`config.mk`:
```
export PLATFORM = sky130hd
export DESIGN_NAME = tlb_op_ctrl_flat
export DESIGN_NICKNAME = d
export VERILOG_FILES = /design/src/rtl/tlb_op_ctrl_if.sv /design/src/rtl/tlb_op_ctrl.sv /design/src/flat_wrapper.sv
export SDC_FILE = /design/constraint.sdc
export NUM_CORES = 1
export LEC_CHECK = 0
export CAP_MARGIN = 20
export CORE_UTILIZATION = 25
export DETAILED_ROUTE_END_ITERATION = 7
export DONT_BUFFER_PORTS = 1
export PLACE_DENSITY = 0.39
export SYNTH_ARGS = -nofsm -noshare
export SYNTH_HDL_FRONTEND = slang
export SYNTH_SLANG_ARGS = --single-unit
```
`constraint.sdc`:
```
create_clock -name clk -period 3.5 [get_ports clk]
set_input_delay 0.7 -clock clk [delete_from_list [all_inputs] [get_ports clk]]
set_output_delay 0.7 -clock clk [all_outputs]
set_load 0.05 [all_outputs]
```
`src/rtl/tlb_op_ctrl_if.sv`:
```
// tlb_op_ctrl_if: pipeline, TLB and CP0 signals of the TLB-instruction sequencer
interface tlb_op_ctrl_if #(parameter int LOG2_TLB_LINE_NUM = 5);
  logic op_valid;
  logic [1:0] op_type;
  logic [31:0] op_pc;
  logic exc_flushM;
  logic stall_other;
  logic tlbp_o, tlbr_o, tlbwi_o, tlbwr_o;
  logic [31:0] random_o;
  logic [31:0] tlb_index_in, tlb_hi_in, tlb_pm_in, tlb_lo0_in, tlb_lo1_in;
  logic wired_we;
  logic [LOG2_TLB_LINE_NUM-1:0] wired_wdata;
  logic cp0_index_we;
  logic [31:0] cp0_index_wdata;
  logic cp0_tlbr_we;
  logic [31:0] cp0_hi_wdata, cp0_pm_wdata, cp0_lo0_wdata, cp0_lo1_wdata;
  logic stall_req;
  logic refetch;
  logic [31:0] refetch_pc;
  modport slave (
    input op_valid, op_type, op_pc, exc_flushM, stall_other,
    input tlb_index_in, tlb_hi_in, tlb_pm_in, tlb_lo0_in, tlb_lo1_in,
    input wired_we, wired_wdata,
    output tlbp_o, tlbr_o, tlbwi_o, tlbwr_o, random_o,
    output cp0_index_we, cp0_index_wdata, cp0_tlbr_we,
    output cp0_hi_wdata, cp0_pm_wdata, cp0_lo0_wdata, cp0_lo1_wdata,
    output stall_req, refetch, refetch_pc
  );
  modport master (
    output op_valid, op_type, op_pc, exc_flushM, stall_other,
    output tlb_index_in, tlb_hi_in, tlb_pm_in, tlb_lo0_in, tlb_lo1_in,
    output wired_we, wired_wdata,
    input tlbp_o, tlbr_o, tlbwi_o, tlbwr_o, random_o,
    input cp0_index_we, cp0_index_wdata, cp0_tlbr_we,
    input cp0_hi_wdata, cp0_pm_wdata, cp0_lo0_wdata, cp0_lo1_wdata,
    input stall_req, refetch, refetch_pc
  );
endinterface

```
`src/rtl/tlb_op_ctrl.sv`:
```
// tlb_op_ctrl: M-stage sequencer for TLBP/TLBR/TLBWI/TLBWR plus the CP0 Random counter
module tlb_op_ctrl #(
  parameter int TLB_LINE_NUM = 32,
  parameter int LOG2_TLB_LINE_NUM = 5
) (
  input logic clk,
  input logic rst,
  tlb_op_ctrl_if.slave bus
);
  localparam logic [LOG2_TLB_LINE_NUM-1:0] RMAX = LOG2_TLB_LINE_NUM'(TLB_LINE_NUM - 1);
  typedef enum logic [1:0] {IDLE, EXEC, WB, DONE} state_t;
  state_t state, state_n;
  logic [1:0] op_q;
  logic [31:0] pc4_q;
  logic [LOG2_TLB_LINE_NUM-1:0] rnd, wired, rnd_snap;
  logic [31:0] idx_q, hi_q, pm_q, lo0_q, lo1_q;
  logic accept, ex, wb;
  always_ff @(posedge clk) begin
    if (rst) begin
      state <= IDLE;
      op_q <= '0;
      pc4_q <= '0;
      rnd_snap <= '0;
      rnd <= RMAX;
      wired <= '0;
      {idx_q, hi_q, pm_q, lo0_q, lo1_q} <= '0;
    end else begin
      state <= state_n;
      if (accept) begin
        op_q <= bus.op_type;
        pc4_q <= bus.op_pc + 32'd4;
        rnd_snap <= rnd;
      end
      if (state == EXEC)
        {idx_q, hi_q, pm_q, lo0_q, lo1_q} <= {bus.tlb_index_in, bus.tlb_hi_in, bus.tlb_pm_in, bus.tlb_lo0_in, bus.tlb_lo1_in};
      if (bus.wired_we) begin
        rnd <= RMAX;
        wired <= bus.wired_wdata;
      end else
        rnd <= (rnd <= wired || wired >= RMAX) ? RMAX : rnd - 1'b1;
    end
  end
  // Outputs are masked during rst so a reset landing in EXEC never leaks a TLB command.
  always_comb begin
    accept = state == IDLE && bus.op_valid && !bus.exc_flushM;
    state_n = accept ? EXEC : state == EXEC ? WB : state == WB ? DONE :
              state == DONE && !bus.stall_other ? IDLE : state;
    ex = !rst && state == EXEC;
    wb = !rst && state == WB;
    bus.stall_req = !rst && (accept || state == EXEC || state == WB);
    bus.tlbp_o = ex && op_q == 2'b00;
    bus.tlbr_o = ex && op_q == 2'b01;
    bus.tlbwi_o = ex && op_q == 2'b10;
    bus.tlbwr_o = ex && op_q == 2'b11;
    bus.random_o = {{(32 - LOG2_TLB_LINE_NUM){1'b0}}, rnd_snap};
    bus.cp0_index_we = wb && op_q == 2'b00;
    bus.cp0_tlbr_we = wb && op_q == 2'b01;
    bus.cp0_index_wdata = idx_q;
    bus.cp0_hi_wdata = hi_q;
    bus.cp0_pm_wdata = pm_q;
    bus.cp0_lo0_wdata = lo0_q;
    bus.cp0_lo1_wdata = lo1_q;
    bus.refetch = !rst && state == DONE && !bus.stall_other && op_q != 2'b00;
    bus.refetch_pc = pc4_q;
  end
endmodule

```
`src/flat_wrapper.sv`:
```
// flat-port wrapper written by rule: the top's interface ports become plain ports
module tlb_op_ctrl_flat 
#(
  parameter int TLB_LINE_NUM = 32,
  parameter int LOG2_TLB_LINE_NUM = 5
)
  (clk, rst, bus_op_valid, bus_op_type, bus_op_pc, bus_exc_flushM, bus_stall_other, bus_tlb_index_in, bus_tlb_hi_in, bus_tlb_pm_in, bus_tlb_lo0_in, bus_tlb_lo1_in, bus_wired_we, bus_wired_wdata, bus_tlbp_o, bus_tlbr_o, bus_tlbwi_o, bus_tlbwr_o, bus_random_o, bus_cp0_index_we, bus_cp0_index_wdata, bus_cp0_tlbr_we, bus_cp0_hi_wdata, bus_cp0_pm_wdata, bus_cp0_lo0_wdata, bus_cp0_lo1_wdata, bus_stall_req, bus_refetch, bus_refetch_pc);
  tlb_op_ctrl_if #(.LOG2_TLB_LINE_NUM(LOG2_TLB_LINE_NUM)) bus_i ();
  input logic clk;
  input logic rst;
  input wire logic [$bits(bus_i.op_valid)-1:0] bus_op_valid;
  input wire logic [$bits(bus_i.op_type)-1:0] bus_op_type;
  input wire logic [$bits(bus_i.op_pc)-1:0] bus_op_pc;
  input wire logic [$bits(bus_i.exc_flushM)-1:0] bus_exc_flushM;
  input wire logic [$bits(bus_i.stall_other)-1:0] bus_stall_other;
  input wire logic [$bits(bus_i.tlb_index_in)-1:0] bus_tlb_index_in;
  input wire logic [$bits(bus_i.tlb_hi_in)-1:0] bus_tlb_hi_in;
  input wire logic [$bits(bus_i.tlb_pm_in)-1:0] bus_tlb_pm_in;
  input wire logic [$bits(bus_i.tlb_lo0_in)-1:0] bus_tlb_lo0_in;
  input wire logic [$bits(bus_i.tlb_lo1_in)-1:0] bus_tlb_lo1_in;
  input wire logic [$bits(bus_i.wired_we)-1:0] bus_wired_we;
  input wire logic [$bits(bus_i.wired_wdata)-1:0] bus_wired_wdata;
  output wire logic [$bits(bus_i.tlbp_o)-1:0] bus_tlbp_o;
  output wire logic [$bits(bus_i.tlbr_o)-1:0] bus_tlbr_o;
  output wire logic [$bits(bus_i.tlbwi_o)-1:0] bus_tlbwi_o;
  output wire logic [$bits(bus_i.tlbwr_o)-1:0] bus_tlbwr_o;
  output wire logic [$bits(bus_i.random_o)-1:0] bus_random_o;
  output wire logic [$bits(bus_i.cp0_index_we)-1:0] bus_cp0_index_we;
  output wire logic [$bits(bus_i.cp0_index_wdata)-1:0] bus_cp0_index_wdata;
  output wire logic [$bits(bus_i.cp0_tlbr_we)-1:0] bus_cp0_tlbr_we;
  output wire logic [$bits(bus_i.cp0_hi_wdata)-1:0] bus_cp0_hi_wdata;
  output wire logic [$bits(bus_i.cp0_pm_wdata)-1:0] bus_cp0_pm_wdata;
  output wire logic [$bits(bus_i.cp0_lo0_wdata)-1:0] bus_cp0_lo0_wdata;
  output wire logic [$bits(bus_i.cp0_lo1_wdata)-1:0] bus_cp0_lo1_wdata;
  output wire logic [$bits(bus_i.stall_req)-1:0] bus_stall_req;
  output wire logic [$bits(bus_i.refetch)-1:0] bus_refetch;
  output wire logic [$bits(bus_i.refetch_pc)-1:0] bus_refetch_pc;
  assign bus_i.op_valid = bus_op_valid;
  assign bus_i.op_type = bus_op_type;
  assign bus_i.op_pc = bus_op_pc;
  assign bus_i.exc_flushM = bus_exc_flushM;
  assign bus_i.stall_other = bus_stall_other;
  assign bus_i.tlb_index_in = bus_tlb_index_in;
  assign bus_i.tlb_hi_in = bus_tlb_hi_in;
  assign bus_i.tlb_pm_in = bus_tlb_pm_in;
  assign bus_i.tlb_lo0_in = bus_tlb_lo0_in;
  assign bus_i.tlb_lo1_in = bus_tlb_lo1_in;
  assign bus_i.wired_we = bus_wired_we;
  assign bus_i.wired_wdata = bus_wired_wdata;
  assign bus_tlbp_o = bus_i.tlbp_o;
  assign bus_tlbr_o = bus_i.tlbr_o;
  assign bus_tlbwi_o = bus_i.tlbwi_o;
  assign bus_tlbwr_o = bus_i.tlbwr_o;
  assign bus_random_o = bus_i.random_o;
  assign bus_cp0_index_we = bus_i.cp0_index_we;
  assign bus_cp0_index_wdata = bus_i.cp0_index_wdata;
  assign bus_cp0_tlbr_we = bus_i.cp0_tlbr_we;
  assign bus_cp0_hi_wdata = bus_i.cp0_hi_wdata;
  assign bus_cp0_pm_wdata = bus_i.cp0_pm_wdata;
  assign bus_cp0_lo0_wdata = bus_i.cp0_lo0_wdata;
  assign bus_cp0_lo1_wdata = bus_i.cp0_lo1_wdata;
  assign bus_stall_req = bus_i.stall_req;
  assign bus_refetch = bus_i.refetch;
  assign bus_refetch_pc = bus_i.refetch_pc;
  tlb_op_ctrl #(.TLB_LINE_NUM(TLB_LINE_NUM), .LOG2_TLB_LINE_NUM(LOG2_TLB_LINE_NUM)) u_core (.clk(clk), .rst(rst), .bus(bus_i));
endmodule
```
==> out/results.ini, run 1 <==
[timing]
finalSetupViolCount = 0
hold_violations = 0
slew_headroom_pct = 29.79
rsz0062_at_grt = false
skew_ns = 0.005730
whs_ns = 0.2571
finalCritPeriodShare_pct = 83.00
layout_min_cycle_time_ns = 2.905
worst_pin_slew_ns = 1.053
setup_tns_ns = 0
fmax_mhz = 344.2
drv_slew = 0

[synthesis]
synth_cell_types = 43
syn_inst = 855
ys.flop_type = dfxtp_1
netlist_area_um2 = 8467
netlist_top_cells_area = dfxtp_1 (50%), mux2i_1 (20%), nor2_1 (9.0%), buf_4 (2.4%), xnor2_1 (2.2%)
synth_edf_count = 0
syn_avg_cell_area_um2 = 9.903
yosys_warnings = 0
yosys.area.top_type = dfxtp_1
ys_seq_elements = 211
synth-async-reset-ratio_pct = 0
synth_top_area_share_pct = 49.89
yosysSeqAreaShare_pct = 49.89

[finish]
seq_area_um2 = 4224
final_core_util_pct = 28.56
layout.nets = 1051
multi_input_area_um2 = 3891
fillCellCount = 3491
drive_gt1_share_pct = 8.481
syn_to_final_growth_pct = 12.81

[die]
die_y_um = 186.0
die_area_um2 = 34610
core_um2 = 33450
pin_count = 437
fp.dieW_um = 186.0
start_util_pct = 25.31
rows = 67

[clock_tree]
cts.repair.resized = 0
cts-root-buf = clkbuf_16
numCtsBuffers = 25
postCtsSetupBuffers = 0
cts_tree = built
h-tree-depth = 1
hold_buffers = 0
clock-sinks = 211
clockBufferDepth = 3
path_clk_slew_ns = 0.06
clock_latency_ns = 0.52

[routing]
antenna_left = 0
drc_errors = 0
finalWirelength_mm = 23.73
drt-initial-drc-count = 314
viasPerCell = 4.338
dr.pass1.iters = 4
wl_per_cell_um = 18.27
vias = 5635

[run]
timing.max_cap.violations = 0

[setup_path]
critPathKind = reg -> out
reg2reg_slack_ns = 1.09
reg2reg_depth = 5
cp-startpoint = u_core.state[1]
worstPathMaxFanout = 36
r2r-end = u_core.bus.cp0_pm_wdata[19]
crit_required_ns = 2.80
arrival_ns = 2.21
crit_path_end_kind = primary output
start_kind = register
critPathCapture = bus_stall_req
worstReg2RegStart = u_core.state[1]

[global_routing]
grt_pass1_vias = 5209
antenna_found_initial = 2
grt_remaining_overflow = 0
grt_pass1_wl_mm = 32.42
grt_max_degree = 213
grtUsageTotal_pct = 12.35

[hold_path]
hp-class = in -> reg

[power]
powerDensity_nw_per_um2 = 647.9
p_leak_uw = 0.003431
ir_drop_mv = 0.3104

[placed_design]
dp_hpwl_mm = 16.90
place_congestion = 0.7141
portBuffers = 0

[run_status]
status = complete, no violations

power breakdown:
group	internal, uW	total [uW]	switching [uW]
Combinational	224	527	302
Clock	1460	2460	1010
Sequential	2560	3200	640
Total	4240	6190	1950
critical path, stage by stage, from the launching register on:
cell and delay [ns]:
dfxtp_1 0.33, inv_1 0.11, ha_4 0.57, nor2_1 0.24, a21oi_1 0.20, buf_4 0.24
final cells by class:
cell class	instances	area share [%]
tap	448	5.868
inverter	13	0.5109
timing repair buffer	7	0.6812
multi-input combinational	577	40.74
clock buffer	36	7.401
antenna	2	0.05240
sequential	211	44.22
clock inverter	5	0.5240
sequential cells by signal (all words and copies together), names as in the netlist:
name / count
u_core.bus.cp0_index_wdata: 32
u_core.rnd: 5
u_core.bus.cp0_lo1_wdata: 32
u_core.bus.cp0_lo0_wdata: 32
u_core.rnd_snap: 5
u_core.state: 2
u_core.wired: 5
u_core.bus.cp0_pm_wdata: 32
u_core.bus.cp0_hi_wdata: 32
u_core.op_q: 2
u_core.bus.refetch_pc: 32
cells in the final DEF, fill, tap and decap left out, drive strengths merged, types with 4 or more instances in the layout:
master and count:
a21oi 13, mux2i 166, nand3 11, a211oi 27
or3 4, and4 4, nor2 203, ha 11
inv 13, clkinv 4, nand2b 4, xor2 8
nand2 34, buf 7, a311oi 4, nand4 7
conb 27, xnor2 21, nor3 17, clkbuf 36
dfxtp 211
per-stage QoR:
step	cell area [um^2]	worst slack, ns	std cells	power [uW]
after floorplan	8564	0.7228	881	3715
after detailed placement	8790	1.130	1256	3789
after CTS	9547	0.5511	1297	6304
after global routing	9549	0.4464	1298	6472
final	9552	0.5949	1299	6188
after global placement	8790	1.124	1256	3784
layer usage:
metal  global-route usage (%)  vias to the layer above  part of all wire [%]
met1                    12.96                     2561                    37
met4                    3.607                        0                   1.7
met3                    5.870                       33                    13
met5                        0                        -                     0
li1                         -                     2787                     -
met2                    21.78                      254                    49
synthesized netlist by cell type (6+ instances only):
| cell | count |
|---|---|
| buf_2 | 10 |
| xor2_1 | 8 |
| mux2i_1 | 166 |
| dfxtp_1 | 211 |
| a211oi_1 | 23 |
| nand2_1 | 33 |
| buf_1 | 8 |
| clkbuf_1 | 32 |
| ha_1 | 11 |
| nor3_1 | 8 |
| buf_4 | 27 |
| xnor2_1 | 21 |
| nor2_1 | 203 |
| inv_1 | 13 |
| nand4_1 | 6 |
| nand3_1 | 10 |
| nor3_2 | 9 |
| a21oi_1 | 13 |
worst min-delay path by stage:
| stage | start | endpoint | slack [ns] | depth (start not counted) |
|---|---|---|---|---|
| finish | rst | u_core.wired[0] | 0.26 | 1 |
| detailed placement | u_core.rnd[0] | u_core.rnd[0] | 0.40 | 1 |
| global placement | u_core.rnd[0] | u_core.rnd[0] | 0.41 | 1 |
| floorplan | u_core.rnd[0] | u_core.rnd[0] | 0.38 | 1 |
| global route | rst | u_core.bus.cp0_index_wdata[1] | 0.24 | 1 |
| CTS | rst | u_core.wired[0] | 0.23 | 1 |
kinds of logic after synthesis:
kind of cell | Yosys count | synth area share (%)
buffers and inverters | 93 | 5.778
other | 1 | 0.04429
flip-flops | 211 | 49.89
XOR/XNOR | 29 | 3.000
adder cells (fa/ha/maj) | 11 | 1.626
multiplexers | 166 | 19.62
AND/OR/NAND/NOR | 295 | 15.87
AO/OA/AOI/OAI | 49 | 4.167
Power figures use the tool's default switching activity.
==> inputs of run 2 (changes only) <==
- clock period: 3.5 -> 2.7 ns (I/O delays scaled with it)
==> out/results.ini, run 2 (synthesized netlist as in run 1, its figures left out) <==
[clock_tree]
cts-root-buf = clkbuf_16  ; unchanged
clockBufferDepth = 3  ; unchanged
clock-sinks = 211  ; unchanged
hold_buffers = 0  ; unchanged
h-tree-depth = 1  ; unchanged
numCtsBuffers = 25  ; unchanged
clock_latency_ns = 0.52  ; about the same
path_clk_slew_ns = 0.06  ; about the same
cts_tree = built  ; unchanged

[setup_path]
critPathKind = reg -> out  ; unchanged
reg2reg_slack_ns = 0.82  ; was 1.09 ns
crit_required_ns = 2.16  ; was 2.80 ns
crit_path_end_kind = primary output  ; unchanged
arrival_ns = 1.91  ; was 2.21 ns
start_kind = register  ; unchanged
r2r-end = u_core.rnd[3]  ; was u_core.bus.cp0_pm_wdata[19]
reg2reg_depth = 7  ; was 5
worstReg2RegStart = u_core.wired[1]  ; was u_core.state[1]
worstPathMaxFanout = 11  ; was 36

[finish]
drive_gt1_share_pct = 9.357  ; was 8.481%
syn_to_final_growth_pct = 13.88  ; was 12.81%
layout.nets = 1055  ; was 1,051
layout_commonest_cell = dfxtp_1  ; unchanged
stdcell_count = 1305  ; was 1,299
layout_common_cells = dfxtp_1 (211), nor2_1 (202), mux2i_1 (166)  ; unchanged
final_core_util_pct = 28.83  ; was 28.56%
fillCellCount = 3507  ; was 3,491

[power]
ir_drop_mv = 0.3604  ; was 0.3104 mV
swShare_pct = 31.00  ; was 31.48%
p_comb_share_pct = 8.4  ; was 8.5%
p_clk_share_pct = 41.0  ; was 39.8%
powerDensity_nw_per_um2 = 849.5  ; was 647.9 nW/um^2
p_leak_uw = 0.003479  ; was 0.003431 uW
intPower_uw = 5652  ; was 4240 uW
power_frac_seq_pct = 50.6  ; was 51.7%
switchingPower_uw = 2539  ; was 1948 uW

[placed_design]
place_congestion = 0.7298  ; was 0.7141
dp.cells = 1260  ; was 1,256
portBuffers = 0  ; unchanged
dp_hpwl_mm = 17.05  ; was 16.90 mm

[global_routing]
grt_pass1_vias = 5227  ; was 5,209
grtUsageTotal_pct = 12.30  ; was 12.35%
grt_remaining_overflow = 0  ; unchanged
antenna_found_initial = 2  ; unchanged
grt_pass1_wl_mm = 32.40  ; was 32.42 mm
grt_max_degree = 213  ; unchanged

[timing]
rsz0062_at_grt = false  ; unchanged
finalSetupViolCount = 0  ; unchanged
drv_slew = 0  ; unchanged
slew_headroom_pct = 32.03  ; was 29.79%
fmax_mhz = 408.6
whs_ns = 0.1117  ; was 0.2571 ns
hold_violations = 0  ; unchanged
finalCritPeriodShare_pct = 90.65
worst_pin_slew_ns = 1.020  ; was 1.053 ns
layout_min_cycle_time_ns = 2.447
skew_ns = 0.008566  ; was 0.005730 ns
setup_tns_ns = 0  ; unchanged

[routing]
finalWirelength_mm = 23.74  ; was 23.73 mm
drt-initial-drc-count = 192  ; was 314
drc_errors = 0  ; unchanged
vias = 5636  ; was 5,635
dr.pass1.iters = 5  ; was 4
antenna_left = 0  ; unchanged
viasPerCell = 4.319  ; was 4.338
wl_per_cell_um = 18.19  ; was 18.27 um

[die]
die_y_um = 186.0  ; unchanged
die_area_um2 = 34610  ; unchanged
pin_count = 437  ; unchanged
core_um2 = 33450  ; unchanged
start_util_pct = 25.31  ; unchanged
fp.dieW_um = 186.0  ; unchanged
rows = 67  ; unchanged

[hold_path]
min_from = bus_op_pc[2]  ; was rst
hp-class = in -> reg  ; unchanged
hold_depth = 1  ; unchanged
worstHoldEndpoint = u_core.bus.refetch_pc[2]  ; was u_core.wired[0]

[run_status]
status = complete, no violations  ; unchanged

[run]
timing.max_cap.violations = 0  ; unchanged

[run 2: cell types whose count changed in the layout (fill, tap and decap cells not counted)]
| cell | change |
|---|---|
| buf_4 | +4 |
| or2_2 | -1 |
| clkbuf_8 | +2 |
| bufinv_16 | +1 |
| clkbuf_1 | -2 |
| or2_4 | +1 |
| clkinvlp_4 | +1 |
[run 2: worst max path at each step]
stage,endpoint,cells after the start,start
2_1_floorplan,bus_tlbwi_o,5,u_core.state[1]
3_5_place_dp,u_core.bus.refetch_pc[18],5,bus_op_pc[2]
4_1_cts,bus_stall_req,6,u_core.state[1]
3_3_place_gp,u_core.bus.refetch_pc[18],5,bus_op_pc[2]
6_report,bus_stall_req,6,u_core.state[1]
5_1_grt,bus_stall_req,6,u_core.state[1]
[run 2: stage by stage]
step / cell area [um^2] / worst slack, ns / power, uW
global route: 9637 / 0.1249 / 8543
floorplan: 8564 / 0.1228 / 4816
detailed placement: 8820 / 0.5626 / 4912
global placement: 8820 / 0.5771 / 4906
finish: 9642 / 0.2525 / 8190
CTS: 9634 / 0.08700 / 8335
[run 2: cell type report]
class | count | area, um^2 | area share (%)
Antenna cell | 2 | 5.005 | 0.05191
Clock buffer | 36 | 726.9 | 7.540
Clock inverter | 7 | 87.58 | 0.9084
Inverter | 13 | 48.80 | 0.5061
Multi-Input combinational cell | 577 | 3894 | 40.38
Sequential cell | 211 | 4224 | 43.81
Tap cell | 448 | 560.5 | 5.814
Timing Repair Buffer | 11 | 95.09 | 0.9862
[run 2: worst max-delay path, stage by stage (launching register included)]
cell,delay [ns]
dfxtp_1,0.34
inv_1,0.12
ha_1,0.17
nand2_1,0.09
or2_4,0.31
a21oi_1,0.15
buf_4,0.21
[run 2: power by group through the flow]
stage / Clock [uW] / Combinational [uW] / Sequential (uW)
after global routing: 3600 / 768 / 4180
after CTS: 3490 / 693 / 4150
after floorplan: 0 / 674 / 4140
after global placement: 0 / 680 / 4230
final: 3360 / 686 / 4150
after detailed placement: 0 / 691 / 4220
[run 2: what timing repair did]
item                                    4_1_cts  5_1_grt
endpoints found under the hold margin         0        0
gates resized for setup                       0        1
setup buffers                                 0        0
endpoints found under the setup margin        0        1
[run 2: routing by layer]
metal	share of wire [%]	vias to the layer above	global-route usage [%]
met1	37	2563	12.99
met4	1.5	0	3.049
li1	-	2794	-
met3	13	29	6.026
met2	49	250	21.67
met5	0	-	0
